--- src/rtl/detector_jogada.sv ---
// Button conditioner for the memory game: synchronises, debounces and validates presses.
// Ports: clock/reset(n), botoes raw in; jogada code, jogada_pulso, tem_jogada, invalida, db_estado out.
module detector_jogada #(
  parameter int NUM_BOTOES      = 4,
  parameter int DEBOUNCE_CYCLES = 5
) (
  input  logic                  clock,
  input  logic                  reset,
  input  logic [NUM_BOTOES-1:0] botoes,
  output logic [NUM_BOTOES-1:0] jogada,
  output logic                  jogada_pulso,
  output logic                  tem_jogada,
  output logic                  invalida,
  output logic [2:0]            db_estado
);

  localparam int CW = $clog2(DEBOUNCE_CYCLES + 1);
  localparam logic [CW-1:0] CNT_MAX = CW'(DEBOUNCE_CYCLES);
  localparam logic [CW-1:0] CNT_ONE = CW'(1);

  typedef enum logic [2:0] {
    OCIOSO      = 3'd0,
    FILTRANDO   = 3'd1,
    ACEITA      = 3'd2,
    PRESSIONADO = 3'd3,
    SOLTANDO    = 3'd4,
    INVALIDA    = 3'd5,
    BLOQUEADO   = 3'd6
  } estado_t;

  logic [NUM_BOTOES-1:0] sync1_q;
  logic [NUM_BOTOES-1:0] sync2_q;
  logic [NUM_BOTOES-1:0] cand_q;
  logic [NUM_BOTOES-1:0] jogada_q;
  logic [CW-1:0]         cnt_q;
  logic                  valido_q;
  logic                  pulso_q;
  logic                  inval_q;
  estado_t               estado_q;

  logic [NUM_BOTOES-1:0] s;
  logic                  s_zero;
  logic                  cand_onehot;

  assign s      = sync2_q;
  assign s_zero = (s == '0);

  // one-hot: nonzero with no second bit set
  assign cand_onehot = (cand_q != '0) &&
                       ((cand_q & (cand_q - 1'b1)) == '0);

  always_ff @(posedge clock or negedge reset) begin
    if (!reset) begin
      sync1_q  <= '0;
      sync2_q  <= '0;
      cand_q   <= '0;
      jogada_q <= '0;
      cnt_q    <= '0;
      valido_q <= 1'b0;
      pulso_q  <= 1'b0;
      inval_q  <= 1'b0;
      estado_q <= OCIOSO;
    end else begin
      sync1_q <= botoes;
      sync2_q <= sync1_q;
      pulso_q <= 1'b0;
      inval_q <= 1'b0;
      unique case (estado_q)
        OCIOSO: begin
          if (!s_zero) begin
            estado_q <= FILTRANDO;
            cand_q   <= s;
            cnt_q    <= CNT_ONE;
          end
        end
        FILTRANDO: begin
          if (s_zero) begin
            estado_q <= OCIOSO;
          end else if (s != cand_q) begin
            cand_q <= s;
            cnt_q  <= CNT_ONE;
          end else if (cnt_q < CNT_MAX) begin
            cnt_q <= cnt_q + 1'b1;
          end else if (cand_onehot) begin
            // strobe and code land together with the ACEITA state
            estado_q <= ACEITA;
            jogada_q <= cand_q;
            valido_q <= 1'b1;
            pulso_q  <= 1'b1;
          end else begin
            estado_q <= INVALIDA;
            valido_q <= 1'b0;
            inval_q  <= 1'b1;
          end
        end
        ACEITA: begin
          estado_q <= PRESSIONADO;
        end
        INVALIDA: begin
          estado_q <= BLOQUEADO;
        end
        PRESSIONADO, BLOQUEADO: begin
          if (s_zero) begin
            estado_q <= SOLTANDO;
            cnt_q    <= CNT_ONE;
          end
        end
        SOLTANDO: begin
          // release bounce returns to the held state, never re-fires
          if (!s_zero) begin
            estado_q <= valido_q ? PRESSIONADO : BLOQUEADO;
          end else if (cnt_q < CNT_MAX) begin
            cnt_q <= cnt_q + 1'b1;
          end else begin
            estado_q <= OCIOSO;
          end
        end
        default: begin
          estado_q <= OCIOSO;
        end
      endcase
    end
  end

  assign jogada       = jogada_q;
  assign jogada_pulso = pulso_q;
  assign invalida     = inval_q;
  assign db_estado    = estado_q;
  assign tem_jogada   = valido_q &&
                        ((estado_q == ACEITA) ||
                         (estado_q == PRESSIONADO) ||
                         (estado_q == SOLTANDO));

endmodule

--- config.mk ---
export PLATFORM = sky130hd
export DESIGN_NAME = detector_jogada
export DESIGN_NICKNAME = d
export VERILOG_FILES = /design/src/rtl/detector_jogada.sv
export SDC_FILE = /design/constraint.sdc
export NUM_CORES = 1
export LEC_CHECK = 0
export BUFFER_PORTS_ARGS = -buffer_cell sky130_fd_sc_hd__clkbuf_2
export CAP_MARGIN = 10
export CORE_ASPECT_RATIO = 1.4
export CORE_MARGIN = 4
export CORE_UTILIZATION = 38
export CTS_CLUSTER_SIZE = 40
export DETAILED_ROUTE_END_ITERATION = 16
export PLACE_DENSITY = 0.57
export SLEW_MARGIN = 5
export SYNTH_ARGS = -nofsm -noshare
export SYNTH_HDL_FRONTEND = slang
export SYNTH_SLANG_ARGS = --single-unit
--- constraint.sdc ---
create_clock -name clock -period 2.45 [get_ports clock]
set_input_delay 0.49 -clock clock [delete_from_list [all_inputs] [get_ports clock]]
set_output_delay 0.49 -clock clock [all_outputs]
set_load 0.03 [all_outputs]
==> reports/qor.tcl, run 1 <==
set qor(die_height_um) 75.2
set qor(drv.max_cap_violation_count) 0
set qor(asyncSetResetFlopFracSynth) 1.00
set qor(routed-via-count) 895
set qor(routed_via_density) 5.42
set qor(layout_commonest_cell) {dfrtp_1}
set qor(worst_ep_arrival_time_ps) 1660
set qor(synth-seq-cells) 25
set qor(final_net_count) 134
set qor(critPathTopFamily) {flip-flops}
set qor(crit_path_max_incr_delay_ps) 590
set qor(p_leak_nw) 0.605
set qor(post-route-worst-setup-slack_ps) 295
set qor(tritoncts) {yes}
set qor(wl_per_cell_um) 15.0
set qor(timing.hold.worst.class) {primary input to async pin}
set qor(ioPinCount) 16
set qor(post_dp_cell_area_mm2) 0.00135
set qor(io_buffer_count) 15
set qor(rr_startpoint) {s[0]$_DFF_PN0_}
set qor(utilization) 0.448
set qor(floorplan.die.width_um) 56.0
set qor(critPathBufInv) 1
set qor(cpMaxStageDelayCell) {dfrtp_1}
set qor(effective_utilization_at_floorplan) 0.393
set qor(grt_max_degree) 26
set qor(insertedDiodeCount) 0
set qor(cts.path.max_buffers) 2
set qor(path_cells) {nor2b_1 > a21oi_1 > nor2_1 > clkbuf_2}
set qor(syn-num-nets) 115
set qor(max_slew_margin) 0.477
set qor(drc) 0
set qor(final.setup_skew_ps) 2.36
set qor(required_time_at_the_worst_slack_endpoint_ps) 1960
set qor(min_clock_period_post_route_ps) 2150
set qor(vdd_drop_max_mv) 0.681
set qor(cts_num_sinks) 25
set qor(synthesis.instances) 108
set qor(timing.final.crit_share) 0.879
set qor(ys_warn_count) 0
set qor(total_core_area_mm2) 0.00312
set qor(initial_antenna_violation_count) 0
set qor(p_int_uw) 955
set qor(yosysTopAreaCell) {dfrtp_1}
set qor(endpoint_kind) {primary output}
set qor(finalInstanceArea_mm2) 0.00140
set qor(synth-edff-count) 0
set qor(cts_hold_buffers) 0
set qor(dp_slack_ps) 405
set qor(final-hold-violation-count) 0
set qor(clockRootBuffer) {clkbuf_8}
set qor(most-common-layout-cells) {25 x dfrtp_1, 15 x clkbuf_2, 8 x a21oi_1, 8 x mux2_2, 8 x nand2_1}
set qor(combinationalPowerShare) 0.452
set qor(track_usage) 0.130
set qor(grt_overflow_total) 0
set qor(clk_latency_worst_skew_pair_ps) 260
set qor(grt_setup_unrepaired) {false}
set qor(first_pass_grt_wire_length_um) 4150
set qor(setup.worst_path.class) {register to primary output}
set qor(route.antenna.remaining_nets) 0
set qor(ctsResizeCount) 0
set qor(synthesis.area_mm2) 0.00123
set qor(first_global_vias) 930
set qor(cts_buffers) 3
set qor(worst_margin_slew_ps) 778
set qor(synthTopCellsByArea) {dfrtp_1 51%, mux2_2 7.3%, xor2_1 3.6%}
set qor(detailed_place_hpwl_um) 1870
set qor(clkTransAtPathRegs_ps) 80
set qor(syn-mean-instance-area_um2) 11.4
set qor(first_iter_violations) 13
set qor(gp_routability_congestion) 0.894
set qor(whs_ps) 220
set qor(setup.worst_path.start_class) {register}
set qor(result_of_the_run) {finished, final reports clean}
set qor(flow.area_growth_from_synthesis_pct) 13.9
set qor(power_frac_seq) 0.403
set qor(finalSetupTns_ps) 0
set qor(totalPowerFinal_mw) 1.63
set qor(dp.cells) 161
set qor(max_clock_freq_ghz) 0.464
set qor(sequential_to_total_area_share_from_yosys_stat) 0.510
set qor(final_layout_size_suffix_gt1_frac) 0.294
set qor(full_die_area_mm2) 0.00422
set qor(cts-htree-levels) 1
set qor(yosys.area.top_type_share) 0.510
set qor(power_switching_uw) 675
set qor(critical_path.max_fanout) 12
set qor(clock_power_share) 0.145
set qor(power_per_cell_area_mw_per_mm2) 1170
set qor(synth-main-ff-cell) {dfrtp_1}
set qor(synthDistinctLibCells) 34
set qor(rows) 24
set qor(timing.critical_path.from) {db_estado[2]$_DFFE_PN0P_}
set qor(wl_um) 2480
set qor(post_layout_nonfiller_instances) 165
set qor(timing.final.setup_violations) 0
set qor(netSwitchingFraction) 0.414
set qor(drt_first_pass_iters) 4
set qor(final_max_slew_viol_count) 0
set qor(postCtsSetupBuffers) 0
-- flip-flops by register name, indices dropped and copies added, names as in the netlist --
name / count
invalida: 1
s: 4
cnt_q: 3
db_estado: 3
jogada_pulso: 1
sync1_q: 4
cand_q: 4
jogada: 4
valido_q: 1
-- synthesized netlist by cell type, types with 2 or more instances --
master,count
nor4_2,2
nand4_1,2
nor2b_1,5
buf_2,2
nand2_1,8
inv_1,2
nor2_2,2
nand3_1,4
a21oi_1,8
mux2_1,2
o21ai_0,4
xor2_1,5
dfrtp_1,25
mux2_2,8
nor2_1,5
nor4b_1,2
nor3_1,5
-- layout make-up --
| type | count | area (µm²) |
|---|---|---|
| clock buffers | 4 | 45.0 |
| multi-input cells | 78 | 581 |
| well taps | 39 | 48.8 |
| repair buffers | 17 | 90.1 |
| fillers | 311 | 1730 |
| flip-flops and latches | 25 | 626 |
| inverters | 2 | 7.51 |
-- power groups by stage --
stage	Clock [mW]	Combinational (mW)	Sequential (mW)
after detailed placement	0	0.741	0.665
after floorplan	0	0.559	0.648
final	0.237	0.737	0.657
after CTS	0.248	0.744	0.657
after global placement	0	0.726	0.661
after global routing	0.262	0.806	0.676
-- cells by family (layout without fill, tap and decap cells) --
| family | Yosys count | in the layout | synth area share |
|---|---|---|---|
| DFF | 25 | 25 | 0.510 |
| muxes | 11 | 11 | 0.104 |
| adders and majority gates | 1 | 1 | 0.0102 |
| AOI/OAI and AO/OA | 17 | 17 | 0.0989 |
| xor gates and xnor gates | 5 | 5 | 0.0357 |
| and+or+nand+nor | 44 | 44 | 0.224 |
| buffers and inverters | 5 | 23 | 0.0173 |
-- worst paths after layout --
kind / end / slack [ps] / cells after the start
worst max register to register: db_estado[2]$_DFFE_PN0P_ / 370 / 5
worst max-delay path: tem_jogada / 300 / 4
max in group asynchronous: valido_q$_DFFE_PN0P_ / 1830 / 1
worst min-delay path: db_estado[1]$_DFFE_PN0P_ / 220 / 1
worst min register to register: s[1]$_DFF_PN0_ / 350 / 0
min in group clock: sync1_q[0]$_DFF_PN0_ / 330 / 1
-- routing by layer --
metal / vias up / part of all wire / track usage
met2: 21 / 0.54 / 0.246
li1: 424 / - / -
met3: 10 / 0.034 / 0.0257
met5: - / 0 / 0
met1: 440 / 0.39 / 0.126
met4: 0 / 0.036 / 0.0950
No activity file was read; power rests on OpenSTA's default activity.
==> run 2, diff against run 1 <==
--- a/config.mk
+++ b/config.mk
@@ -9,11 +9,11 @@
 export CAP_MARGIN = 10
 export CORE_ASPECT_RATIO = 1.4
 export CORE_MARGIN = 4
-export CORE_UTILIZATION = 38
+export CORE_UTILIZATION = 50
 export CTS_CLUSTER_SIZE = 40
 export DETAILED_ROUTE_END_ITERATION = 16
-export PLACE_DENSITY = 0.57
-export SLEW_MARGIN = 5
+export PLACE_DENSITY = 0.74
+export SLEW_MARGIN = 30
 export SYNTH_ARGS = -nofsm -noshare
 export SYNTH_HDL_FRONTEND = slang
 export SYNTH_SLANG_ARGS = --single-unit
==> constraint.sdc (replaced) <==
create_clock -name clock -period 1.7 [get_ports clock]
set_input_delay 0.34 -clock clock [delete_from_list [all_inputs] [get_ports clock]]
set_output_delay 0.34 -clock clock [all_outputs]
set_load 0.03 [all_outputs]
==> run 2 against run 1 <==
The run now ends with negative hold slack, negative setup slack left. Setup slack got worse by 530 ps. Non-clock buffer count rose by 24. Global-route usage rose by 4.5 points. Combinational power rose to 2.6 times the previous value. Cell area rose by 25%. Register-to-register slack got worse by 600 ps. Hold slack got worse by 230 ps. Final cell count rose by 4.8%. Critical path type is now register to register. Largest cell class is now multi-input gates. Largest power group unchanged.
==> reports/qor.tcl, run 2 (synthesized netlist as in run 1, its figures left out) <==
set qor(drv.max_cap_violation_count) 0 ;# unchanged
set qor(flow.area_growth_from_synthesis_pct) 41.9 ;# was 13.9%
set qor(max_clock_freq_ghz) 0.518
set qor(vdd_drop_max_mv) 1.07 ;# was 0.681 mV
set qor(layout_commonest_cell) {dfrtp_1} ;# unchanged
set qor(first_pass_grt_wire_length_um) 4350 ;# was 4150 µm
set qor(max_slew_margin) 0.591 ;# was 0.477
set qor(min_clock_period_post_route_ps) 1930
set qor(timing.hold.worst.class) {primary input to async pin} ;# unchanged
set qor(final-hold-violation-count) 14 ;# was 0
set qor(total_core_area_mm2) 0.00236 ;# was 0.00312 mm²
set qor(finalSetupTns_ps) -1440 ;# was 0 ps
set qor(p_int_mw) 1.75 ;# was 955 µW
set qor(final_net_count) 158 ;# was 134
set qor(combinationalPowerShare) 0.628 ;# was 0.452
set qor(clock_power_share) 0.087 ;# was 0.145
set qor(rows) 21 ;# was 24
set qor(power_switching_mw) 1.26 ;# was 675 µW
set qor(timing.final.crit_share) 1.14
set qor(drt_first_pass_iters) 4 ;# unchanged
set qor(dp.cells) 162 ;# was 161
set qor(grt_max_degree) 26 ;# unchanged
set qor(result_of_the_run) {complete, but fails checks} ;# was finished, final reports clean
set qor(route.antenna.remaining_nets) 0 ;# unchanged
set qor(grt_setup_unrepaired) {true} ;# was false
set qor(initial_antenna_violation_count) 0 ;# unchanged
set qor(grt_overflow_total) 0 ;# unchanged
set qor(routed-via-count) 996 ;# was 895
set qor(io_buffer_count) 15 ;# unchanged
set qor(whs_ps) -6.37 ;# was 220 ps
set qor(setup.worst_path.start_class) {register} ;# unchanged
set qor(cts_buffers) 3 ;# unchanged
set qor(effective_utilization_at_floorplan) 0.519 ;# was 0.393
set qor(insertedDiodeCount) 0 ;# unchanged
set qor(cpMaxStageDelayCell) {dfrtp_1} ;# unchanged
set qor(clkTransAtPathRegs_ps) 130 ;# was 80 ps
set qor(first_iter_violations) 33 ;# was 13
set qor(clockRootBuffer) {clkbuf_4} ;# was clkbuf_8
set qor(worst_ep_arrival_time_ps) 2160 ;# was 1660 ps
set qor(p_leak_nw) 0.763 ;# was 0.605 nW
set qor(final.setup_skew_ps) 11.0 ;# was 2.36 ps
set qor(detailed_place_hpwl_um) 1950 ;# was 1870 µm
set qor(ioPinCount) 16 ;# unchanged
set qor(power_frac_seq) 0.285 ;# was 0.403
set qor(wl_um) 2850 ;# was 2480 µm
set qor(endpoint_kind) {register} ;# was primary output
set qor(netSwitchingFraction) 0.418 ;# was 0.414
set qor(critPathBufInv) 1 ;# unchanged
set qor(violations) {negative hold slack, negative setup slack}
set qor(track_usage) 0.175 ;# was 0.130
set qor(setup.worst_path.class) {register to register} ;# was register to primary output
set qor(power_per_cell_area_mw_per_mm2) 1730 ;# was 1170 mW/mm²
set qor(final_max_slew_viol_count) 0 ;# unchanged
set qor(tritoncts) {yes} ;# unchanged
set qor(post_layout_nonfiller_instances) 173 ;# was 165
set qor(drc) 0 ;# unchanged
set qor(cts_num_sinks) 25 ;# unchanged
set qor(first_global_vias) 987 ;# was 930
set qor(critPathTopFamily) {simple AND/OR/NAND/NOR gates} ;# was flip-flops
set qor(floorplan.die.width_um) 49.9 ;# was 56.0 µm
set qor(worst_margin_slew_ps) 613 ;# was 778 ps
set qor(gp_routability_congestion) 0.857 ;# was 0.894
set qor(most-common-layout-cells) {22 x dfrtp_1, 20 x buf_4, 14 x clkbuf_2} ;# was 25 x dfrtp_1, 15 x clkbuf_2, 8 x a21oi_1, 8 x mux2_2, 8 x nand2_1
set qor(full_die_area_mm2) 0.00332 ;# was 0.00422 mm²
set qor(post-route-worst-setup-slack_ps) -230 ;# was 295 ps
set qor(die_height_um) 66.6 ;# was 75.2 µm
set qor(path_cells) {buf_6 > nor4_4 > nor2_2 > and3b_4 > nor3_4 > mux2_4} ;# was nor2b_1 > a21oi_1 > nor2_1 > clkbuf_2
set qor(cts-htree-levels) 1 ;# unchanged
set qor(critical_path.max_fanout) 4 ;# was 12
set qor(clk_latency_worst_skew_pair_ps) 330 ;# was 260 ps
set qor(final_layout_size_suffix_gt1_frac) 0.553 ;# was 0.294
set qor(wl_per_cell_um) 16.4 ;# was 15.0 µm
set qor(crit_path_max_incr_delay_ps) 440 ;# was 590 ps
set qor(routed_via_density) 5.76 ;# was 5.42
set qor(cts.path.max_buffers) 2 ;# unchanged
set qor(required_time_at_the_worst_slack_endpoint_ps) 1930 ;# was 1960 ps
set qor(timing.final.setup_violations) 10 ;# was 0
==> run 2: changes by cell type in the layout (fill, tap and decap cells not counted), moves of 3 or more <==
cell,change
a21oi_4,+3
mux2_2,-4
buf_6,+6
nor2_1,-3
mux2_4,+6
nor2_4,+3
buf_4,+18
dfrtp_1,-3
a21oi_1,-4
clkbuf_4,+3
dfrtp_2,+3
==> run 2: metal layers <==
| metal | vias to the layer above | track usage | part of all wire | wire length (µm) |
|---|---|---|---|---|
| met5 | - | 0 | 0 | 0 |
| met4 | 0 | 0.100 | 0.033 | 93 |
| met3 | 9 | 0.0201 | 0.022 | 64 |
| met2 | 21 | 0.326 | 0.56 | 1590 |
| met1 | 491 | 0.188 | 0.39 | 1100 |
| li1 | 475 | - | - | - |
==> run 2: cell type report <==
cell class | count | area, µm²
inverter | 2 | 10.0
timing repair buffer | 41 | 302
tap | 23 | 28.8
clock inverter | 1 | 5.00
sequential | 25 | 629
clock buffer | 3 | 22.5
fill | 156 | 623
multi-input combinational | 78 | 744
==> run 2: timing repair <==
| action | 4_1_cts | 5_1_grt |
|---|---|---|
| endpoints found under the setup margin | 13 | 16 |
| cloned | 0 | 0 |
| buffers inserted | 7 | 3 |
| resized for setup | 20 | 18 |
| pin swaps | 12 | 9 |
| hold buffers | 0 | 0 |
==> run 2: power by group through the flow <==
stage                     sequential (mW)  clock, mW  combinational, mW
after global placement              0.847          0               1.39
after detailed placement            0.854          0               1.44
final                               0.857      0.263               1.89
after global routing                0.878      0.300               2.02
after floorplan                     0.947          0              0.836
after CTS                           0.840      0.272               1.66
==> run 2: metrics by stage <==
step                      total power [mW]  setup slack [ps]  utilization  area [µm²]
final                                 3.01              -230        0.737        1740
after global routing                  3.19              -278        0.737        1740
after CTS                             2.78              -193        0.695        1640
after detailed placement              2.29              -199        0.632        1490
after global placement                2.24              -118        0.632        1490
after floorplan                       1.78              -114            -        1260
==> run 2: worst paths after layout <==
path,from,endpoint,slack (ps),cells after the start
min in group clock,botoes[1],sync1_q[1]$_DFF_PN0_,100,1
max reg2reg,s[2]$_DFF_PN0_,db_estado[0]$_DFFE_PN0P_,-230,6
max,s[2]$_DFF_PN0_,db_estado[0]$_DFFE_PN0P_,-230,6
max in group asynchronous,reset,s[1]$_DFF_PN0_,1280,1
min reg2reg,sync1_q[0]$_DFF_PN0_,s[0]$_DFF_PN0_,370,0
min,reset,db_estado[1]$_DFFE_PN0P_,-6,1
==> run 3, diff against run 2 <==
--- a/config.mk
+++ b/config.mk
@@ -9,10 +9,10 @@
 export CAP_MARGIN = 10
 export CORE_ASPECT_RATIO = 1.4
 export CORE_MARGIN = 4
-export CORE_UTILIZATION = 50
+export CORE_UTILIZATION = 55
 export CTS_CLUSTER_SIZE = 40
 export DETAILED_ROUTE_END_ITERATION = 16
-export PLACE_DENSITY = 0.74
+export PLACE_DENSITY = 0.77
 export SLEW_MARGIN = 30
 export SYNTH_ARGS = -nofsm -noshare
 export SYNTH_HDL_FRONTEND = slang
==> constraint.sdc (replaced) <==
create_clock -name clock -period 2.1 [get_ports clock]
set_input_delay 0.42 -clock clock [delete_from_list [all_inputs] [get_ports clock]]
set_output_delay 0.42 -clock clock [all_outputs]
set_load 0.03 [all_outputs]
==> run 3 against run 2 <==
The run now ends clean. Register-to-register slack improved by 360 ps. Sequential power fell by 12%. Critical path type is now register to primary output. Utilization fell by 8.7 points. Clock skew fell by 6.4 ps. Power fell by 37%. Highest routed layer unchanged.
==> reports/qor.tcl, run 3 (synthesized netlist as in run 1, its figures left out) <==
set qor(result_of_the_run) {finished, final reports clean} ;# was complete, but fails checks
set qor(cts_hold_buffers) 0 ;# unchanged
set qor(worst_margin_slew_ps) 608 ;# was 613 ps
set qor(postCtsSetupBuffers) 0 ;# was 7
set qor(rows) 20 ;# was 21
set qor(drt_first_pass_iters) 4 ;# unchanged
set qor(clkTransAtPathRegs_ps) 120 ;# was 130 ps
set qor(grt_overflow_total) 0 ;# unchanged
set qor(final_max_slew_viol_count) 0 ;# unchanged
set qor(endpoint_kind) {primary output} ;# was register
set qor(grt_max_degree) 26 ;# unchanged
set qor(grt_setup_unrepaired) {false} ;# was true
set qor(final-hold-violation-count) 0 ;# was 14
set qor(drc) 0 ;# unchanged
set qor(setup.worst_path.start_class) {register} ;# unchanged
set qor(io_buffer_count) 15 ;# unchanged
set qor(clk_latency_worst_skew_pair_ps) 320 ;# was 330 ps
set qor(reg2reg_end) {db_estado[0]$_DFFE_PN0P_} ;# unchanged
set qor(path_cells) {buf_4 > inv_1 > nor2_1 > a21oi_1 > nor2_1 > clkbuf_2} ;# was buf_6 > nor4_4 > nor2_2 > and3b_4 > nor3_4 > mux2_4
set qor(min_clock_period_post_route_ps) 2020
set qor(effective_utilization_at_floorplan) 0.570 ;# was 0.519
set qor(timing.final.crit_share) 0.961
set qor(whs_ps) 82.3 ;# was -6.37 ps
set qor(wl_um) 2480 ;# was 2850 µm
set qor(regToRegSetupSlack_ps) 130 ;# was -230 ps
set qor(ctsResizeCount) 0 ;# was 20
set qor(detailed_place_hpwl_um) 1890 ;# was 1950 µm
set qor(first_pass_grt_wire_length_um) 4240 ;# was 4350 µm
set qor(cts_num_sinks) 25 ;# unchanged
set qor(wl_per_cell_um) 16.3 ;# was 16.4 µm
set qor(finalSetupTns_ps) 0 ;# was -1440 ps
set qor(required_time_at_the_worst_slack_endpoint_ps) 1680 ;# was 1930 ps
set qor(insertedDiodeCount) 0 ;# unchanged
set qor(power_per_cell_area_mw_per_mm2) 1370 ;# was 1730 mW/mm²
set qor(most-common-layout-cells) {24 x dfrtp_1, 15 x clkbuf_2, 8 x a21oi_1, 8 x mux2_2, 8 x nand2_1} ;# was 22 x dfrtp_1, 20 x buf_4, 14 x clkbuf_2
set qor(tritoncts) {yes} ;# unchanged
set qor(cts_buffers) 3 ;# unchanged
set qor(filler_cell_count) 179 ;# was 156
set qor(final_net_count) 138 ;# was 158
set qor(first_global_vias) 953 ;# was 987
set qor(total_core_area_mm2) 0.00215 ;# was 0.00236 mm²
set qor(post_dp_cell_area_mm2) 0.00136 ;# was 0.00149 mm²
set qor(routed_via_density) 6.25 ;# was 5.76
set qor(final.setup_skew_ps) 4.52 ;# was 11.0 ps
set qor(first_iter_violations) 21 ;# was 33
set qor(cts-htree-levels) 1 ;# unchanged
set qor(cts.path.max_buffers) 2 ;# unchanged
set qor(final_layout_size_suffix_gt1_frac) 0.323 ;# was 0.553
set qor(cpMaxStageDelayCell) {dfrtp_1} ;# unchanged
set qor(finalInstanceArea_mm2) 0.00140 ;# was 0.00174 mm²
set qor(track_usage) 0.197 ;# was 0.175
set qor(ioPinCount) 16 ;# unchanged
set qor(route.antenna.remaining_nets) 0 ;# unchanged
set qor(crit_path_max_incr_delay_ps) 520 ;# was 440 ps
set qor(worst_ep_arrival_time_ps) 1600 ;# was 2160 ps
set qor(clockRootBuffer) {clkbuf_4} ;# unchanged
set qor(vdd_drop_max_mv) 0.686 ;# was 1.07 mV
set qor(full_die_area_mm2) 0.00306 ;# was 0.00332 mm²
set qor(drv.max_cap_violation_count) 0 ;# unchanged
set qor(p_leak_nw) 0.618 ;# was 0.763 nW
set qor(rr_startpoint) {cand_q[1]$_DFFE_PN0P_} ;# was s[2]$_DFF_PN0_
set qor(die_height_um) 63.9 ;# was 66.6 µm
set qor(timing.final.setup_violations) 0 ;# was 10
set qor(floorplan.die.width_um) 47.9 ;# was 49.9 µm
set qor(flow.area_growth_from_synthesis_pct) 13.9 ;# was 41.9%
set qor(timing.hold.worst.class) {primary input to async pin} ;# unchanged
set qor(utilization) 0.649 ;# was 0.737
set qor(max_clock_freq_ghz) 0.495
set qor(critical_path.max_fanout) 7 ;# was 4
set qor(max_slew_margin) 0.595 ;# was 0.591
set qor(layout_commonest_cell) {dfrtp_1} ;# unchanged
set qor(initial_antenna_violation_count) 0 ;# unchanged
set qor(timing.reg2reg.worst_path_depth) 5 ;# was 6
set qor(gp_routability_congestion) 0.920 ;# was 0.857
set qor(routed-via-count) 950 ;# was 996
set qor(setup.worst_path.class) {register to primary output} ;# was register to register
set qor(critical-path-top-cell-by-count) {nor2_1}
run 3: cell types whose count changed in the layout (fill, tap and decap cells not counted), moves of 3 or more:
cell     before  now
nor2_1        2    5
a21oi_4       3    0
a21oi_1       4    8
buf_6         6    0
buf_4        20    6
nor2_4        3    0
mux2_4        7    1
mux2_2        4    8
run 3: worst max path at each step:
stage / from / slack, ps / endpoint
after floorplan: db_estado[1]$_DFFE_PN0P_ / 110 / tem_jogada
after global placement: cand_q[1]$_DFFE_PN0P_ / 190 / db_estado[0]$_DFFE_PN0P_
after detailed placement: cand_q[1]$_DFFE_PN0P_ / 100 / db_estado[0]$_DFFE_PN0P_
after CTS: db_estado[2]$_DFFE_PN0P_ / 50 / tem_jogada
after global routing: db_estado[1]$_DFFE_PN0P_ / 1 / tem_jogada
final: db_estado[1]$_DFFE_PN0P_ / 80 / tem_jogada
run 3: final cells by class:
| cell class | count | area, µm² | area share |
|---|---|---|---|
| Tap cell | 22 | 27.5 | 0.0197 |
| Multi-Input combinational cell | 78 | 589 | 0.422 |
| Timing Repair Buffer | 21 | 120 | 0.0859 |
| Sequential cell | 25 | 627 | 0.449 |
| Clock buffer | 4 | 26.3 | 0.0188 |
| Inverter | 2 | 7.51 | 0.00537 |
run 3: where the power goes:
group | leakage [nW] | switching (mW) | total (mW) | internal (mW)
logic | 0.294 | 0.513 | 0.945 | 0.432
registers | 0.309 | 0.167 | 0.755 | 0.588
clock network | 0.0150 | 0.134 | 0.208 | 0.0744
run 3: per-layer routing:
layer | vias to the layer above | part of all wire | track usage
met5 | - | 0 | 0
met4 | 0 | 0.046 | 0.108
met3 | 15 | 0.048 | 0.0479
met2 | 39 | 0.54 | 0.316
met1 | 456 | 0.37 | 0.226
li1 | 440 | - | -
run 3: metrics by stage:
step                      power [mW]  setup WS (ps)  std cells
after floorplan                 1.41            108        108
after detailed placement        1.68           95.0        148
after global placement          1.64            190        148
after global routing            2.06           1.46        152
final                           1.91           81.3        152
after CTS                       1.89           47.1        152
run 3: worst max-delay path: cells and delay by family (launching register included):
| family | cells | cell delay, ps |
|---|---|---|
| AND/OR/NAND/NOR | 2 | 210 |
| buffers and inverters | 3 | 500 |
| flip-flops | 1 | 520 |
| AO/OA/AOI/OAI | 1 | 50 |
